**config.mk**
```make
export PLATFORM = sky130hd
export DESIGN_NAME = load_store_unit
export DESIGN_NICKNAME = d
export VERILOG_FILES = /design/src/rtl/load_store_unit_pkg.sv /design/src/rtl/load_store_unit_out_fifo.sv /design/src/rtl/load_store_unit.sv
export SDC_FILE = /design/constraint.sdc
export NUM_CORES = 1
export LEC_CHECK = 0
export CAP_MARGIN = 0
export CORE_AREA = 8 8 144 146
export CTS_CLUSTER_DIAMETER = 60
export CTS_CLUSTER_SIZE = 10
export DETAILED_ROUTE_END_ITERATION = 12
export DIE_AREA = 0 0 152 154
export HOLD_SLACK_MARGIN = 0.02
export PLACE_DENSITY_LB_ADDON = 0.15
export SLEW_MARGIN = 20
export SYNTH_ARGS = -nofsm -noshare
export SYNTH_HDL_FRONTEND = slang
export SYNTH_SLANG_ARGS = --single-unit
```
**constraint.sdc**
```tcl
create_clock -name clk -period 3.94 [get_ports clk]
set_input_delay 0.788 -clock clk [delete_from_list [all_inputs] [get_ports clk]]
set_output_delay 0.788 -clock clk [all_outputs]
set_load 0.01 [all_outputs]
```
**src/rtl/load_store_unit_pkg.sv**
```systemverilog
// ---------------------------------------------------------------------------
// load_store_unit_pkg
// Shared types and constants for the load/store unit: address/register
// types, access-size encoding, the default I/O port address, FSM state
// encoding, load-pipeline stage record and small size/mask helpers.
// ---------------------------------------------------------------------------
package load_store_unit_pkg;

    typedef logic [31:0] addr_t;
    typedef logic [63:0] reg_t;

    typedef enum logic [1:0] {
        BMD_8  = 2'd0,
        BMD_16 = 2'd1,
        BMD_32 = 2'd2,
        BMD_64 = 2'd3
    } bmd_t;

    localparam addr_t IO_FILE_POINTER_DEFAULT = 32'hfffff000;

    typedef enum logic {
        IDLE    = 1'b0,
        IN_WAIT = 1'b1
    } lsu_state_t;

    // One entry per load-pipeline stage: enough to align the returning word.
    typedef struct packed {
        logic       valid;
        logic [2:0] pos;
        bmd_t       bmd;
    } ld_stage_t;

    // Access size in bytes (1, 2, 4 or 8).
    function automatic logic [3:0] bmd_size(input bmd_t b);
        case (b)
            BMD_8:   return 4'd1;
            BMD_16:  return 4'd2;
            BMD_32:  return 4'd4;
            default: return 4'd8;
        endcase
    endfunction

    // Byte-enable pattern of an access that starts at lane 0.
    function automatic logic [7:0] bmd_byte_mask(input bmd_t b);
        case (b)
            BMD_8:   return 8'h01;
            BMD_16:  return 8'h03;
            BMD_32:  return 8'h0f;
            default: return 8'hff;
        endcase
    endfunction

    // Bit mask used to zero-extend a right-aligned load result.
    function automatic reg_t bmd_data_mask(input bmd_t b);
        case (b)
            BMD_8:   return 64'h0000_0000_0000_00ff;
            BMD_16:  return 64'h0000_0000_0000_ffff;
            BMD_32:  return 64'h0000_0000_ffff_ffff;
            default: return 64'hffff_ffff_ffff_ffff;
        endcase
    endfunction

endpackage

```
**src/rtl/load_store_unit_out_fifo.sv**
```systemverilog
// ---------------------------------------------------------------------------
// lsu_out_fifo
// Small synchronous FIFO holding output-port bytes until the consumer
// acknowledges them. DEPTH must be a power of two and at least 2.
//
// Ports:
//   clk, rstn        clock, asynchronous active-low reset
//   push, push_data  write one entry (ignored while full)
//   pop              drop the head entry (ignored while empty)
//   head             current head entry
//   empty, full      occupancy flags
// ---------------------------------------------------------------------------
module lsu_out_fifo #(
    parameter int WIDTH = 8,
    parameter int DEPTH = 4
) (
    input  logic             clk,
    input  logic             rstn,
    input  logic             push,
    input  logic [WIDTH-1:0] push_data,
    input  logic             pop,
    output logic [WIDTH-1:0] head,
    output logic             empty,
    output logic             full
);

    localparam int AW = $clog2(DEPTH);

    // Pointers carry one extra wrap bit so full and empty can be told apart.
    logic [AW:0]      wr_ptr;
    logic [AW:0]      rd_ptr;
    logic [WIDTH-1:0] storage [DEPTH];
    logic             do_push;
    logic             do_pop;

    assign empty   = (wr_ptr == rd_ptr);
    assign full    = (wr_ptr[AW] != rd_ptr[AW]) && (wr_ptr[AW-1:0] == rd_ptr[AW-1:0]);
    assign do_push = push && !full;
    assign do_pop  = pop && !empty;
    assign head    = storage[rd_ptr[AW-1:0]];

    always_ff @(posedge clk or negedge rstn) begin
        if (!rstn) begin
            wr_ptr <= '0;
            rd_ptr <= '0;
        end else begin
            if (do_push) wr_ptr <= wr_ptr + {{AW{1'b0}}, 1'b1};
            if (do_pop)  rd_ptr <= rd_ptr + {{AW{1'b0}}, 1'b1};
        end
    end

    // Storage needs no reset: entries are only visible after being written.
    always_ff @(posedge clk) begin
        if (do_push) storage[wr_ptr[AW-1:0]] <= push_data;
    end

endmodule

```
**src/rtl/load_store_unit.sv**
```systemverilog
// ---------------------------------------------------------------------------
// load_store_unit
// Turns execute-stage load/store requests into 8-byte-lane memory accesses,
// or into byte transfers on a simple I/O port when the address equals
// IO_FILE_POINTER.
//
// Ports:
//   clk, rstn                        clock, asynchronous active-low reset
//   req_valid/we/addr/bmd/st_data    request from execute; req_ready accepts
//   mem_addr/mem_we/mem_st_data      aligned memory address, byte enables, data
//   mem_ld_data                      memory read data, LOAD_LATENCY cycles later
//   ld_valid, ld_data                load result strobe, zero-extended data
//   misalign_err                     pulse after an access crossing 8 bytes
//   out_req/out_data/out_ack         output-byte handshake (FIFO head)
//   in_valid/in_data/in_ack          input-byte handshake for I/O loads
//
// LOAD_LATENCY must be within 1..4, OUT_FIFO_DEPTH a power of two >= 2.
// ---------------------------------------------------------------------------
module load_store_unit
    import load_store_unit_pkg::*;
#(
    parameter int    LOAD_LATENCY    = 1,
    parameter addr_t IO_FILE_POINTER = IO_FILE_POINTER_DEFAULT,
    parameter int    OUT_FIFO_DEPTH  = 4
) (
    input  logic        clk,
    input  logic        rstn,
    input  logic        req_valid,
    input  logic        req_we,
    input  addr_t       req_addr,
    input  bmd_t        req_bmd,
    input  reg_t        req_st_data,
    output logic        req_ready,
    output addr_t       mem_addr,
    output logic [7:0]  mem_we,
    output reg_t        mem_st_data,
    input  reg_t        mem_ld_data,
    output logic        ld_valid,
    output reg_t        ld_data,
    output logic        misalign_err,
    output logic        out_req,
    output logic [7:0]  out_data,
    input  logic        out_ack,
    input  logic        in_valid,
    input  logic [7:0]  in_data,
    output logic        in_ack
);

    logic [2:0]  pos;
    logic        is_io;
    logic        accept;
    logic        crosses;
    logic [15:0] we_span;
    logic        fifo_full;
    logic        fifo_empty;
    logic [7:0]  fifo_head;
    ld_stage_t   pipe [LOAD_LATENCY];
    ld_stage_t   tail;
    logic        pipe_busy;
    reg_t        ld_extract;
    lsu_state_t  state;
    logic        io_ld_valid;
    logic [7:0]  io_ld_data;

    assign pos   = req_addr[2:0];
    assign is_io = (req_addr == IO_FILE_POINTER);

    // An I/O load must not race in-flight memory loads for the ld_* outputs.
    assign req_ready = !((state == IN_WAIT) || fifo_full || (is_io && !req_we && pipe_busy));
    assign accept    = req_valid && req_ready;

    assign mem_addr    = {req_addr[31:3], 3'b000};
    assign mem_st_data = req_st_data << {pos, 3'b000};

    // Bytes that would land beyond lane 7 fall into we_span[15:8] and are dropped.
    assign we_span = {8'h00, bmd_byte_mask(req_bmd)} << pos;
    assign mem_we  = (rstn && accept && req_we && !is_io) ? we_span[7:0] : 8'h00;

    assign crosses = ({1'b0, pos} + bmd_size(req_bmd)) > 4'd8;

    always_ff @(posedge clk or negedge rstn) begin
        if (!rstn) misalign_err <= 1'b0;
        else       misalign_err <= accept && !is_io && crosses;
    end

    // Shift register carrying alignment info alongside the memory read latency.
    always_ff @(posedge clk or negedge rstn) begin
        if (!rstn) begin
            for (int k = 0; k < LOAD_LATENCY; k++) pipe[k] <= '0;
        end else begin
            pipe[0].valid <= accept && !req_we && !is_io;
            pipe[0].pos   <= pos;
            pipe[0].bmd   <= req_bmd;
            for (int k = 1; k < LOAD_LATENCY; k++) pipe[k] <= pipe[k-1];
        end
    end

    always_comb begin
        pipe_busy = 1'b0;
        for (int k = 0; k < LOAD_LATENCY; k++) pipe_busy = pipe_busy | pipe[k].valid;
    end

    assign tail       = pipe[LOAD_LATENCY-1];
    assign ld_extract = (mem_ld_data >> {tail.pos, 3'b000}) & bmd_data_mask(tail.bmd);

    // I/O loads are only accepted with an empty pipeline, so the two result
    // sources never coincide.
    assign ld_valid = tail.valid || io_ld_valid;
    assign ld_data  = tail.valid  ? ld_extract :
                      io_ld_valid ? {56'd0, io_ld_data} : '0;

    always_ff @(posedge clk or negedge rstn) begin
        if (!rstn) begin
            state       <= IDLE;
            io_ld_valid <= 1'b0;
            io_ld_data  <= 8'h00;
        end else begin
            io_ld_valid <= 1'b0;
            case (state)
                IDLE: begin
                    if (accept && is_io && !req_we) state <= IN_WAIT;
                end
                IN_WAIT: begin
                    if (in_valid) begin
                        io_ld_valid <= 1'b1;
                        io_ld_data  <= in_data;
                        state       <= IDLE;
                    end
                end
                default: state <= IDLE;
            endcase
        end
    end

    assign in_ack = (state == IN_WAIT) && in_valid;

    lsu_out_fifo #(
        .WIDTH (8),
        .DEPTH (OUT_FIFO_DEPTH)
    ) u_out_fifo (
        .clk       (clk),
        .rstn      (rstn),
        .push      (accept && req_we && is_io),
        .push_data (req_st_data[7:0]),
        .pop       (!fifo_empty && out_ack),
        .head      (fifo_head),
        .empty     (fifo_empty),
        .full      (fifo_full)
    );

    assign out_req  = !fifo_empty;
    assign out_data = fifo_head;

endmodule

```
# Yosys cells after proc, flatten, opt, wreduce, memory -nomap -nowiden
# Memory sizes are Yosys's and may differ from the RTL's.
# Index checks and enable logic that the tools add are counted.
# word_totals
reg_bits,23
latch_bits,0
mem_bits_rw,32
rom_bits,0
out_inout_bits,181
wordCells,70
memories,1
# mem_list
name,depth,width,rd,rd_clocked_by_memory_dff,write_ports,line_no,rtl
u_out_fifo.storage,4,8,1,0,1,load_store_unit_out_fifo.sv:32,logic [WIDTH-1:0] storage [DEPTH];
# op_classes
addsub,3
n_mul,0
div_mod_pow,0
n_lt_le_gt_ge,1
n_eq_ne,8
n_shift,3
mux,13
bitwise_logic,2
reduce_logical,30
# ops
operator,count
64-bit case mux with 3 select lines,1
64-bit bitwise AND,1
64-bit 2-to-1 mux,1
64-bit by 6-bit << shifter with 64-bit output,1
64-bit by 6-bit right shift with 64-bit output,1
32-bit == test (second input constant),1
8-bit case mux with 3 select lines,1
1-bit logical AND,19
8-bit 2-to-1 mux,2
4-bit case mux with 3 select lines,1
8-bit by 3-bit << shifter with 8-bit output,1
3-bit by 1-bit adder with 3-bit output (second input constant),2
1-bit 2-to-1 mux,6
1-bit logical NOT,5
3-bit by 4-bit adder with 4-bit output,1
2-bit by 1-bit == test with 1-bit output (second input constant),2
2-bit == test (second input constant),2
4-bit > comparator (second input constant),1
2-bit logical NOT,2
3-bit == test,1
1-bit logical OR,3
2-bit == test,1
1-bit case mux with 2 select lines,1
2-bit AND reduction,1
2 further kinds,2

# Longest topological paths before layout
# Gate-level depths: netlist of the first run.
# logic_depth
word_depth,11
depth_mapped,8
mapped_depth_nobuf,7

# Cells and area by module
# From an unflattened synthesis of the first run, not the netlist that was laid out.
# hier_totals
cells_unflattened,674
area_unflattened_um2,6416.2
# modules_own_cells
mod,n_inst,cells_per_inst,area_each_um2
load_store_unit,1,584,4755.8
lsu_out_fifo,1,90,1660.3

# Worst setup path after synthesis of the first run
# Ideal clock, no wire load.
# synth_timing
path_kind,input -> output
start,in req_addr[5]
end,out mem_we[1]
arrival_ns,2.377
required_time_ns,3.152
path_slack_ns,0.775
stages,5
n_path_buf,1
cell_sequence,or4_1 -> or4_4 -> nor3_1 -> buf_4 -> nor3_1
# synth_via
elab_chain_cells,10
# synth_rtl
element,line_no,rtl
from (decl),load_store_unit.sv:30,"input addr_t req_addr,"
32-bit == test *,load_store_unit.sv:66,assign is_io = (req_addr == IO_FILE_POINTER);
1-bit logical AND (2 in a row),load_store_unit.sv:69,assign req_ready = !((state == IN_WAIT) || fifo_full || (is_io && !req_we && pipe_busy));
1-bit logical OR,load_store_unit.sv:69,
1-bit logical NOT,load_store_unit.sv:69,
1-bit logical AND,load_store_unit.sv:70,assign accept = req_valid && req_ready;
1-bit logical AND (2 in a row),load_store_unit.sv:77,assign mem_we = (rstn && accept && req_we && !is_io) ? we_span[7:0] : 8'h00;
1-bit logical AND *,load_store_unit.sv:77,
8-bit 2-to-1 mux *,load_store_unit.sv:77,
to (decl),load_store_unit.sv:35,"output logic [7:0] mem_we,"
# Mark *: on every way between the ends. The rest lies on a longest branch, timed or not.

# Worst setup path in the final report of the first run
# layout_timing
start,in req_addr[5]
end,out req_ready
# layout_via
elab_chain_cells,5
# layout_rtl
element,line_no,rtl
32-bit == test,load_store_unit.sv:66,
1-bit logical AND (2 in a row),load_store_unit.sv:69,
1-bit logical OR,load_store_unit.sv:69,
1-bit logical NOT,load_store_unit.sv:69,
to (decl),load_store_unit.sv:33,"output logic req_ready,"
# No other way between the ends.

==> flow_summary.html, run 1 <==
<table>
<tr><th>Metric</th><th>Value</th></tr>
<tr><th colspan="2">Run status</th></tr>
<tr><td>Outcome</td><td>completed</td></tr>
<tr><th colspan="2">Hold path</th></tr>
<tr><td>End of the worst hold path</td><td>io_ld_data[7]</td></tr>
<tr><td>Worst hold path stage count</td><td>1</td></tr>
<tr><td>Classification of the worst-slack hold path</td><td>reg -&gt; reg</td></tr>
<tr><td>Launch point of the worst hold path</td><td>io_ld_data[7]</td></tr>
<tr><th colspan="2">Worst setup path</th></tr>
<tr><td>Path depth of the worst reg2reg path</td><td>5</td></tr>
<tr><td>Startpoint of the worst register-to-register path</td><td>u_out_fifo.rd_ptr[1]</td></tr>
<tr><td>Critical path's slowest cell</td><td>sky130_fd_sc_hd__or4_4</td></tr>
<tr><td>Largest fanout of any net on the critical path</td><td>3</td></tr>
<tr><td>Endpoint kind of the worst setup timing path</td><td>output pin</td></tr>
<tr><td>Setup slack of the worst register-to-register path</td><td>1580 ps</td></tr>
<tr><td>Kind of cell with the highest combined delay on the critical path</td><td>simple AND/OR/NAND/NOR gates</td></tr>
<tr><td>Delay of the slowest critical-path stage</td><td>530 ps</td></tr>
<tr><td>Startpoint-to-endpoint class of the critical path</td><td>in -&gt; out</td></tr>
<tr><td>Reg-to-Reg End</td><td>u_out_fifo.storage[1][1]</td></tr>
<tr><td>Startpoint type of the worst setup path</td><td>input port</td></tr>
<tr><td>CP most frequent cell</td><td>sky130_fd_sc_hd__buf_4</td></tr>
<tr><td>Worst-path cell chain</td><td>clkdlybuf4s50_1, or4_1, or4_4, nor3_4, buf_4, buf_4, a311oi_1, clkbuf_2</td></tr>
<tr><td>Req. time, crit path</td><td>3150 ps</td></tr>
<tr><td>Sum of buffers and inverters on the critical path</td><td>4</td></tr>
<tr><td>Arrival time of data at the critical path endpoint</td><td>2970 ps</td></tr>
<tr><th colspan="2">CTS</th></tr>
<tr><td>Clock tree from TritonCTS</td><td>yes</td></tr>
<tr><td>Total CTS buffers</td><td>5</td></tr>
<tr><td>Clock root buffer</td><td>sky130_fd_sc_hd__clkbuf_16</td></tr>
<tr><td>Maximum level of the CTS H-tree</td><td>2</td></tr>
<tr><td>Total clock sinks</td><td>55</td></tr>
<tr><td>Clock edge transition at the registers on the reported setup and hold paths</td><td>70 ps</td></tr>
<tr><td>Clock latency on the worst-skew pair</td><td>300 ps</td></tr>
<tr><td>Longest Clk Path Bufs</td><td>2</td></tr>
<tr><th colspan="2">Synth</th></tr>
<tr><td>FF+latch count, synth</td><td>55</td></tr>
<tr><td>Number of flops mapped to enable cells by yosys</td><td>32</td></tr>
<tr><td>Share of Yosys cell area claimed by the top area cell type</td><td>20.2%</td></tr>
<tr><td>Count of different cell masters after synthesis</td><td>51</td></tr>
<tr><td>Synthesized area</td><td>6350 um^2</td></tr>
<tr><td>Synthesized area divided by synthesized cell count</td><td>9.51 um^2</td></tr>
<tr><td>Portion of the post-synthesis area used by sequential elements</td><td>24.2%</td></tr>
<tr><td>Simple-gate area share of the yosys netlist</td><td>17.1%</td></tr>
<tr><td>Adder and majority gate portion of the synthesized area</td><td>1.89%</td></tr>
<tr><td>Synthesized netlist cell count</td><td>668</td></tr>
<tr><td>Top cells by area, synth</td><td>sky130_fd_sc_hd__mux4_2 20%, sky130_fd_sc_hd__edfxtp_1 15%, sky130_fd_sc_hd__dfrtp_1 9.1%, sky130_fd_sc_hd__mux2_2 7.8%, sky130_fd_sc_hd__mux2i_1 6.3%</td></tr>
<tr><td>Mux contribution to synthesized area</td><td>34.5%</td></tr>
<tr><td>Leading register cell type out of synthesis</td><td>sky130_fd_sc_hd__edfxtp_1</td></tr>
<tr><td>Combinational family with the most area after synthesis</td><td>multiplexers</td></tr>
<tr><td>Post-synthesis async set-or-reset flop share</td><td>41.8%</td></tr>
<tr><td>Complex-gate fraction of the synthesized area</td><td>12.2%</td></tr>
<tr><td>Post-synthesis xor/xnor area fraction</td><td>1.38%</td></tr>
<tr><td>Library cell occupying the most area in the post-synthesis netlist</td><td>sky130_fd_sc_hd__mux4_2</td></tr>
<tr><td>Synthesis warning total</td><td>0</td></tr>
<tr><th colspan="2">Routing</th></tr>
<tr><td>Routed Antenna Nets</td><td>0</td></tr>
<tr><td>Number of vias per cell</td><td>5.41</td></tr>
<tr><td>Routed wirelength normalized by instance count</td><td>22.0 um</td></tr>
<tr><td>Total Routed Length</td><td>26,900 um</td></tr>
<tr><td>Via count</td><td>6,625</td></tr>
<tr><td>Iter 0 DRT Violations</td><td>392</td></tr>
<tr><td>Final routed DRC violation total</td><td>0</td></tr>
<tr><td>Number of search-and-repair iterations in the first detailed-routing pass</td><td>5</td></tr>
<tr><th colspan="2">Floorplan</th></tr>
<tr><td>Standard cell core area</td><td>18,500 um^2</td></tr>
<tr><td>Starting utilization of the core area</td><td>34.4%</td></tr>
<tr><td>Num ports</td><td>357</td></tr>
<tr><td>Overall die area</td><td>23,400 um^2</td></tr>
<tr><td>Chip height</td><td>154 um</td></tr>
<tr><td>Width of the die</td><td>152 um</td></tr>
<tr><td>Floorplan row count</td><td>50</td></tr>
<tr><th colspan="2">Layout</th></tr>
<tr><td>Commonest non-fill, non-tap cell in the layout</td><td>sky130_fd_sc_hd__clkdlybuf4s50_1</td></tr>
<tr><td>Area grow syn2layout</td><td>62.1%</td></tr>
<tr><td>NumNets Final</td><td>1,173</td></tr>
<tr><td>Layout cell share with drive strength beyond 1</td><td>17.2%</td></tr>
<tr><td>Top library cells by usage in the layout, fill and taps aside</td><td>342 x sky130_fd_sc_hd__clkdlybuf4s50_1, 76 x sky130_fd_sc_hd__nor2_1, 57 x sky130_fd_sc_hd__mux4_2</td></tr>
<tr><td>Non-Filler Instances</td><td>1,225</td></tr>
<tr><th colspan="2">Power and ir drop</th></tr>
<tr><td>Maximum VDD drop</td><td>0.180 mV</td></tr>
<tr><td>Design internal power</td><td>1.61 mW</td></tr>
<tr><td>Part of the power in the clock network</td><td>18.8%</td></tr>
<tr><td>Sequential group share of total power</td><td>28.1%</td></tr>
<tr><td>Portion of total power attributed to combinational logic</td><td>53.1%</td></tr>
<tr><td>Switch Pwr</td><td>0.796 mW</td></tr>
<tr><td>Leak pwr</td><td>4.05 nW</td></tr>
<tr><td>Pwr/cell area</td><td>234 nW/um^2</td></tr>
<tr><td>Switching portion of total power</td><td>33.1%</td></tr>
<tr><th colspan="2">Global route</th></tr>
<tr><td>Pin count of the biggest net entering global routing</td><td>37</td></tr>
<tr><td>Aggregate global-route resource usage</td><td>22.2%</td></tr>
<tr><td>Wire length of the first global-routing pass</td><td>41,000 um</td></tr>
<tr><td>Antenna violations before repair</td><td>2</td></tr>
<tr><td>Congestion Overflow GR</td><td>0</td></tr>
<tr><td>Number of global-route vias before repair</td><td>6,865</td></tr>
<tr><th colspan="2">STA</th></tr>
<tr><td>Highest achievable clock rate</td><td>266 MHz</td></tr>
<tr><td>Period utilization</td><td>95.3%</td></tr>
<tr><td>Slew headroom</td><td>46.5%</td></tr>
<tr><td>Shortest clock period the worst path allows after layout</td><td>3750 ps</td></tr>
<tr><td>Maximum clock skew at final layout</td><td>4.76 ps</td></tr>
<tr><td>Number of max-slew violations in the final report</td><td>0</td></tr>
<tr><td>Unrepaired setup endpoints after global routing</td><td>no</td></tr>
<tr><td>Setup_tns</td><td>0 ps</td></tr>
<tr><td>Final hold violation count</td><td>0</td></tr>
<tr><td>Worst-Margin Slew</td><td>802 ps</td></tr>
<tr><td>Number of setup violations in the final report</td><td>0</td></tr>
<tr><th colspan="2">Place</th></tr>
<tr><td>Detailed Place HPWL</td><td>22,200 um</td></tr>
<tr><td>Placed Cells incl. Taps</td><td>1,214</td></tr>
<tr><td>Routability cong.</td><td>0.933</td></tr>
<tr><td>Port buffer count</td><td>353</td></tr>
<tr><th colspan="2">Run</th></tr>
<tr><td>Reported max-cap violation count</td><td>0</td></tr>
</table>
synth_stat cells (2+ instances only):
cell,number
sky130_fd_sc_hd__ha_1,8
sky130_fd_sc_hd__nor2b_1,14
sky130_fd_sc_hd__o31ai_1,7
sky130_fd_sc_hd__or2_2,2
sky130_fd_sc_hd__mux2_2,44
sky130_fd_sc_hd__nand2_1,49
sky130_fd_sc_hd__inv_1,19
sky130_fd_sc_hd__buf_4,34
sky130_fd_sc_hd__nand4_1,4
sky130_fd_sc_hd__xor2_1,2
sky130_fd_sc_hd__a22o_1,8
sky130_fd_sc_hd__xnor2_1,8
sky130_fd_sc_hd__clkbuf_1,35
sky130_fd_sc_hd__dfrtp_1,23
sky130_fd_sc_hd__buf_2,9
sky130_fd_sc_hd__o2bb2ai_1,8
sky130_fd_sc_hd__and3_1,2
sky130_fd_sc_hd__and2_2,3
sky130_fd_sc_hd__a311oi_1,2
sky130_fd_sc_hd__edfxtp_1,32
sky130_fd_sc_hd__nand4b_1,2
sky130_fd_sc_hd__buf_1,10
sky130_fd_sc_hd__and2_1,35
sky130_fd_sc_hd__nor2_1,76
sky130_fd_sc_hd__mux4_2,57
sky130_fd_sc_hd__o21ai_0,20
sky130_fd_sc_hd__nand3_1,4
sky130_fd_sc_hd__nor3_1,18
sky130_fd_sc_hd__mux2i_1,40
sky130_fd_sc_hd__a22oi_1,17
sky130_fd_sc_hd__a21oi_1,33
sky130_fd_sc_hd__nor4_1,6
sky130_fd_sc_hd__nand2b_1,3
sky130_fd_sc_hd__o22ai_1,16
sky130_fd_sc_hd__a21o_1,2
metal layers:
layer / GRT usage (%) / vias up / wire, um
li1: - / 3110 / -
met1: 27.6 / 3198 / 11100
met2: 37.0 / 281 / 13000
met3: 5.41 / 36 / 2020
met4: 7.43 / 0 / 788
met5: 0 / - / 0
worst max path at each step:
stage,from,to,cells past startpoint
finish,req_addr[5],req_ready,8
global route,req_addr[5],req_ready,8
CTS,req_addr[5],mem_we[1],7
detailed placement,req_addr[5],req_ready,7
global placement,req_addr[5],req_ready,7
floorplan,req_addr[5],mem_we[1],5
power by group through the flow:
| stage | sequential [mW] | combinational (mW) | clock (mW) |
|---|---|---|---|
| after global routing | 0.680 | 1.38 | 0.487 |
| after detailed placement | 0.688 | 1.29 | 0 |
| after global placement | 0.688 | 1.28 | 0 |
| after CTS | 0.676 | 1.29 | 0.461 |
| after floorplan | 0.659 | 0.664 | 0 |
| final | 0.675 | 1.28 | 0.453 |
cells by family (layout without fill, tap and decap cells):
| logic type | Yosys count | after routing |
|---|---|---|
| muxes | 142 | 142 |
| buffers and inverters | 108 | 427 |
| AOI/OAI and AO/OA | 120 | 120 |
| and+or+nand+nor | 223 | 223 |
| DFF | 55 | 55 |
| adders and majority gates | 9 | 9 |
| xor gates and xnor gates | 10 | 10 |
| other | 1 | 5 |
through the flow:
stage | util, % | setup slack [ps] | power, mW | hold slack (ps) | instance area [um^2]
finish | 55.8 | 186 | 2.41 | 507 | 10300
global route | 55.8 | 68.3 | 2.54 | 519 | 10300
CTS | 55.6 | 2.88 | 2.43 | 510 | 10300
detailed placement | 54.7 | -364 | 1.98 | 494 | 10100
global placement | 54.7 | -340 | 1.97 | 490 | 10100
floorplan | - | 775 | 1.32 | 479 | 6360
sequential cells by signal, indices dropped and copies added, names as in the netlist:
name                cells
u_out_fifo.rd_ptr       3
pipe                    5
pipe_busy               1
state                   1
io_ld_valid             1
misalign_err            1
u_out_fifo.storage     32
io_ld_data              8
u_out_fifo.wr_ptr       3
worst reg2reg max path, cell delays in order, from the launching register on:
cell and delay (ps):
sky130_fd_sc_hd__dfrtp_1 630, sky130_fd_sc_hd__xnor2_1 170, sky130_fd_sc_hd__a311o_1 350, sky130_fd_sc_hd__buf_4 170, sky130_fd_sc_hd__nor4_4 360, sky130_fd_sc_hd__and2_2 360
cell type report:
class	count	area [um^2]
clock inverters	3	27.5
diodes	2	5.00
repair buffers	399	3940
flip-flops and latches	55	1540
clock buffers	5	125
well taps	234	293
inverters	20	75.1
multi-input cells	507	4290
fillers	1652	8160
timing repair:
action,CTS,global route
pin swaps,1,0
endpoints found under the setup margin,9,12
setup buffers,1,0
hold buffers,0,0
gates resized for setup,3,13
Note: power is estimated with default switching activity, not from simulation.
==> run 2, diff against run 1 <==
--- a/config.mk
+++ b/config.mk
@@ -17,3 +17,4 @@
 export SYNTH_ARGS = -nofsm -noshare
 export SYNTH_HDL_FRONTEND = slang
 export SYNTH_SLANG_ARGS = --single-unit
+export TNS_END_PERCENT = 100
==> results of run 2 <==
Final layout, timing and power as in run 1 (identical DEF).
==> run 3, diff against run 2 <==
--- a/config.mk
+++ b/config.mk
@@ -6,11 +6,10 @@
 export NUM_CORES = 1
 export LEC_CHECK = 0
 export CAP_MARGIN = 0
-export CORE_AREA = 8 8 144 146
-export CTS_CLUSTER_DIAMETER = 60
+export CORE_AREA = 8 8 136 138
 export CTS_CLUSTER_SIZE = 10
 export DETAILED_ROUTE_END_ITERATION = 12
-export DIE_AREA = 0 0 152 154
+export DIE_AREA = 0 0 144 146
 export HOLD_SLACK_MARGIN = 0.02
 export PLACE_DENSITY_LB_ADDON = 0.15
 export SLEW_MARGIN = 20
==> run 3 against run 2 <==
- clock power shrank 4.6%
- utilization increased by 6.9 points
- combinational power is essentially flat
- global-route usage is 2.2 points higher
- non-clock buffer count is the same
- hold slack improved by 5.0 ps
- sequential share of layout area rose by 0.13 points
==> flow_summary.html, run 3 (same netlist as run 1, synthesis figures left out) <==
<table>
<tr><th>Metric</th><th>Value</th></tr>
<tr><th colspan="2">Run status</th></tr>
<tr><td>Outcome</td><td>completed</td></tr>
<tr><th colspan="2">Routing</th></tr>
<tr><td>Total Routed Length</td><td>26,800 um</td></tr>
<tr><td>Routed Antenna Nets</td><td>0</td></tr>
<tr><td>Iter 0 DRT Violations</td><td>466</td></tr>
<tr><td>Number of vias per cell</td><td>5.49</td></tr>
<tr><td>Via count</td><td>6,637</td></tr>
<tr><td>Routed wirelength normalized by instance count</td><td>22.1 um</td></tr>
<tr><td>Number of search-and-repair iterations in the first detailed-routing pass</td><td>5</td></tr>
<tr><td>Final routed DRC violation total</td><td>0</td></tr>
<tr><th colspan="2">Floorplan</th></tr>
<tr><td>Floorplan row count</td><td>47</td></tr>
<tr><td>Width of the die</td><td>144 um</td></tr>
<tr><td>Standard cell core area</td><td>16,300 um^2</td></tr>
<tr><td>Num ports</td><td>357</td></tr>
<tr><td>Overall die area</td><td>21,000 um^2</td></tr>
<tr><td>Chip height</td><td>146 um</td></tr>
<tr><td>Starting utilization of the core area</td><td>39.0%</td></tr>
<tr><th colspan="2">Layout</th></tr>
<tr><td>Layout cell share with drive strength beyond 1</td><td>17.0%</td></tr>
<tr><td>Area occupied by registers</td><td>1540 um^2</td></tr>
<tr><td>Commonest non-fill, non-tap cell in the layout</td><td>sky130_fd_sc_hd__clkdlybuf4s50_1</td></tr>
<tr><td>Non-Filler Instances</td><td>1,209</td></tr>
<tr><td>Final Core Density</td><td>62.7%</td></tr>
<tr><td>Fill cells</td><td>1,410</td></tr>
<tr><td>Top library cells by usage in the layout, fill and taps aside</td><td>341 x sky130_fd_sc_hd__clkdlybuf4s50_1, 76 x sky130_fd_sc_hd__nor2_1, 57 x sky130_fd_sc_hd__mux4_2</td></tr>
<tr><td>NumNets Final</td><td>1,173</td></tr>
<tr><td>Largest register FFs</td><td>32</td></tr>
<tr><td>Ant diodes</td><td>0</td></tr>
<tr><td>Area grow syn2layout</td><td>60.7%</td></tr>
<tr><td>Multi-input combinational cell area</td><td>4290 um^2</td></tr>
<tr><th colspan="2">Worst setup path</th></tr>
<tr><td>Arrival time of data at the critical path endpoint</td><td>3020 ps</td></tr>
<tr><td>Largest fanout of any net on the critical path</td><td>2</td></tr>
<tr><td>Endpoint kind of the worst setup timing path</td><td>output pin</td></tr>
<tr><td>Startpoint-to-endpoint class of the critical path</td><td>in -&gt; out</td></tr>
<tr><td>Req. time, crit path</td><td>3150 ps</td></tr>
<tr><td>Startpoint type of the worst setup path</td><td>input port</td></tr>
<tr><th colspan="2">Power and ir drop</th></tr>
<tr><td>Leak pwr</td><td>3.92 nW</td></tr>
<tr><td>Part of the power in the clock network</td><td>18.1%</td></tr>
<tr><td>Maximum VDD drop</td><td>0.193 mV</td></tr>
<tr><td>Switching portion of total power</td><td>32.7%</td></tr>
<tr><td>Pwr/cell area</td><td>233 nW/um^2</td></tr>
<tr><td>Sequential group share of total power</td><td>28.4%</td></tr>
<tr><td>Switch Pwr</td><td>0.779 mW</td></tr>
<tr><td>Design Power</td><td>2.38 mW</td></tr>
<tr><td>Portion of total power attributed to combinational logic</td><td>53.5%</td></tr>
<tr><td>Design internal power</td><td>1.60 mW</td></tr>
<tr><th colspan="2">STA</th></tr>
<tr><td>Slew headroom</td><td>36.4%</td></tr>
<tr><td>Final-layout worst hold slack</td><td>512 ps</td></tr>
<tr><td>Number of max-slew violations in the final report</td><td>0</td></tr>
<tr><td>Period utilization</td><td>96.7%</td></tr>
<tr><td>Unrepaired setup endpoints after global routing</td><td>no</td></tr>
<tr><td>Maximum clock skew at final layout</td><td>7.75 ps</td></tr>
<tr><td>Final hold violation count</td><td>0</td></tr>
<tr><td>Highest achievable clock rate</td><td>262 MHz</td></tr>
<tr><td>Number of setup violations in the final report</td><td>0</td></tr>
<tr><td>Shortest clock period the worst path allows after layout</td><td>3810 ps</td></tr>
<tr><td>Worst-Margin Slew</td><td>948 ps</td></tr>
<tr><th colspan="2">CTS</th></tr>
<tr><td>Clock latency on the worst-skew pair</td><td>290 ps</td></tr>
<tr><td>Clock root buffer</td><td>sky130_fd_sc_hd__clkbuf_16</td></tr>
<tr><td>Total CTS buffers</td><td>5</td></tr>
<tr><td>Total clock sinks</td><td>55</td></tr>
<tr><td>Clock tree from TritonCTS</td><td>yes</td></tr>
<tr><td>Longest Clk Path Bufs</td><td>2</td></tr>
<tr><td>Clock edge transition at the registers on the reported setup and hold paths</td><td>60 ps</td></tr>
<tr><td>Maximum level of the CTS H-tree</td><td>2</td></tr>
<tr><td>Post-CTS repair timing setup buffer count</td><td>0</td></tr>
<tr><th colspan="2">Global route</th></tr>
<tr><td>Aggregate global-route resource usage</td><td>24.4%</td></tr>
<tr><td>Wire length of the first global-routing pass</td><td>40,200 um</td></tr>
<tr><td>Number of global-route vias before repair</td><td>6,723</td></tr>
<tr><td>Congestion Overflow GR</td><td>0</td></tr>
<tr><td>Antenna violations before repair</td><td>0</td></tr>
<tr><td>Pin count of the biggest net entering global routing</td><td>32</td></tr>
<tr><th colspan="2">Place</th></tr>
<tr><td>Placed Cells incl. Taps</td><td>1,201</td></tr>
<tr><td>Port buffer count</td><td>353</td></tr>
<tr><td>Detailed Place HPWL</td><td>22,100 um</td></tr>
<tr><td>Routability cong.</td><td>0.880</td></tr>
<tr><th colspan="2">Run</th></tr>
<tr><td>Reported max-cap violation count</td><td>0</td></tr>
<tr><th colspan="2">Hold path</th></tr>
<tr><td>Classification of the worst-slack hold path</td><td>reg -&gt; reg</td></tr>
</table>
==> run 3: changes by cell type in the layout (fill, tap and decap cells not counted) <==
cell and change:
sky130_fd_sc_hd__buf_12 -2, sky130_fd_sc_hd__buf_2 +1, sky130_fd_sc_hd__buf_4 +2, sky130_fd_sc_hd__clkbuf_1 +1, sky130_fd_sc_hd__clkbuf_2 -1, sky130_fd_sc_hd__clkdlybuf4s50_1 -1
sky130_fd_sc_hd__diode_2 -2, sky130_fd_sc_hd__dlygate4sd2_1 +9, sky130_fd_sc_hd__dlymetal6s2s_1 -8, sky130_fd_sc_hd__inv_8 -1, sky130_fd_sc_hd__nand2_1 +1, sky130_fd_sc_hd__nand2_2 -1
==> run 3: critical path, stage by stage <==
cell and delay (ps):
sky130_fd_sc_hd__clkdlybuf4s50_1 410, sky130_fd_sc_hd__or4_1 520, sky130_fd_sc_hd__or4_4 530, sky130_fd_sc_hd__nor3_4 210
sky130_fd_sc_hd__buf_4 150, sky130_fd_sc_hd__a311oi_1 80, sky130_fd_sc_hd__dlygate4sd2_1 340
==> run 3: power by group through the flow <==
| stage | logic (mW) | registers, mW | clock network (mW) |
|---|---|---|---|
| floorplan | 0.664 | 0.659 | 0 |
| global placement | 1.28 | 0.689 | 0 |
| detailed placement | 1.28 | 0.689 | 0 |
| CTS | 1.29 | 0.679 | 0.444 |
| global route | 1.36 | 0.682 | 0.462 |
| finish | 1.27 | 0.677 | 0.432 |
==> run 3: worst paths after layout <==
check | to | cells after the start | slack [ps] | start
max in group asynchronous | pipe[3] | 2 | 2740 | rstn
min in group asynchronous | io_ld_data[7] | 2 | 950 | rstn
max | req_ready | 7 | 130 | req_addr[5]
max reg2reg | u_out_fifo.storage[0][5] | 5 | 1550 | u_out_fifo.rd_ptr[1]
min | io_ld_data[6] | 1 | 510 | io_ld_data[6]
min reg2reg | io_ld_data[6] | 1 | 510 | io_ld_data[6]
==> run 3: layer usage <==
metal	vias up	GRT usage [%]	wire length, um
li1	3104	-	-
met1	3194	29.7	10600
met2	312	42.5	13300
met3	27	5.02	2290
met4	0	6.15	533
met5	-	0	0
==> run 3: repair_timing <==
item / in CTS / in global routing
setup endpoints to repair: 9 / 0
resized for setup: 12 / 0
hold buffers: 0 / 0
==> run 3: through the flow <==
stage | setup slack, ps | cell area (um^2) | TNS (ps)
after floorplan | 775 | 6360 | 0
after global placement | -223 | 10100 | -1680
after detailed placement | -187 | 10100 | -1460
after CTS | 106 | 10200 | 0
after global routing | 16.4 | 10200 | 0
final | 129 | 10200 | 0
==> run 3: layout make-up <==
class / count / area share, %
well taps: 220 / 2.70
clock inverters: 2 / 0.159
inverters: 20 / 0.735
flip-flops and latches: 55 / 15.1
repair buffers: 399 / 38.0
clock buffers: 6 / 1.26
multi-input cells: 507 / 42.0
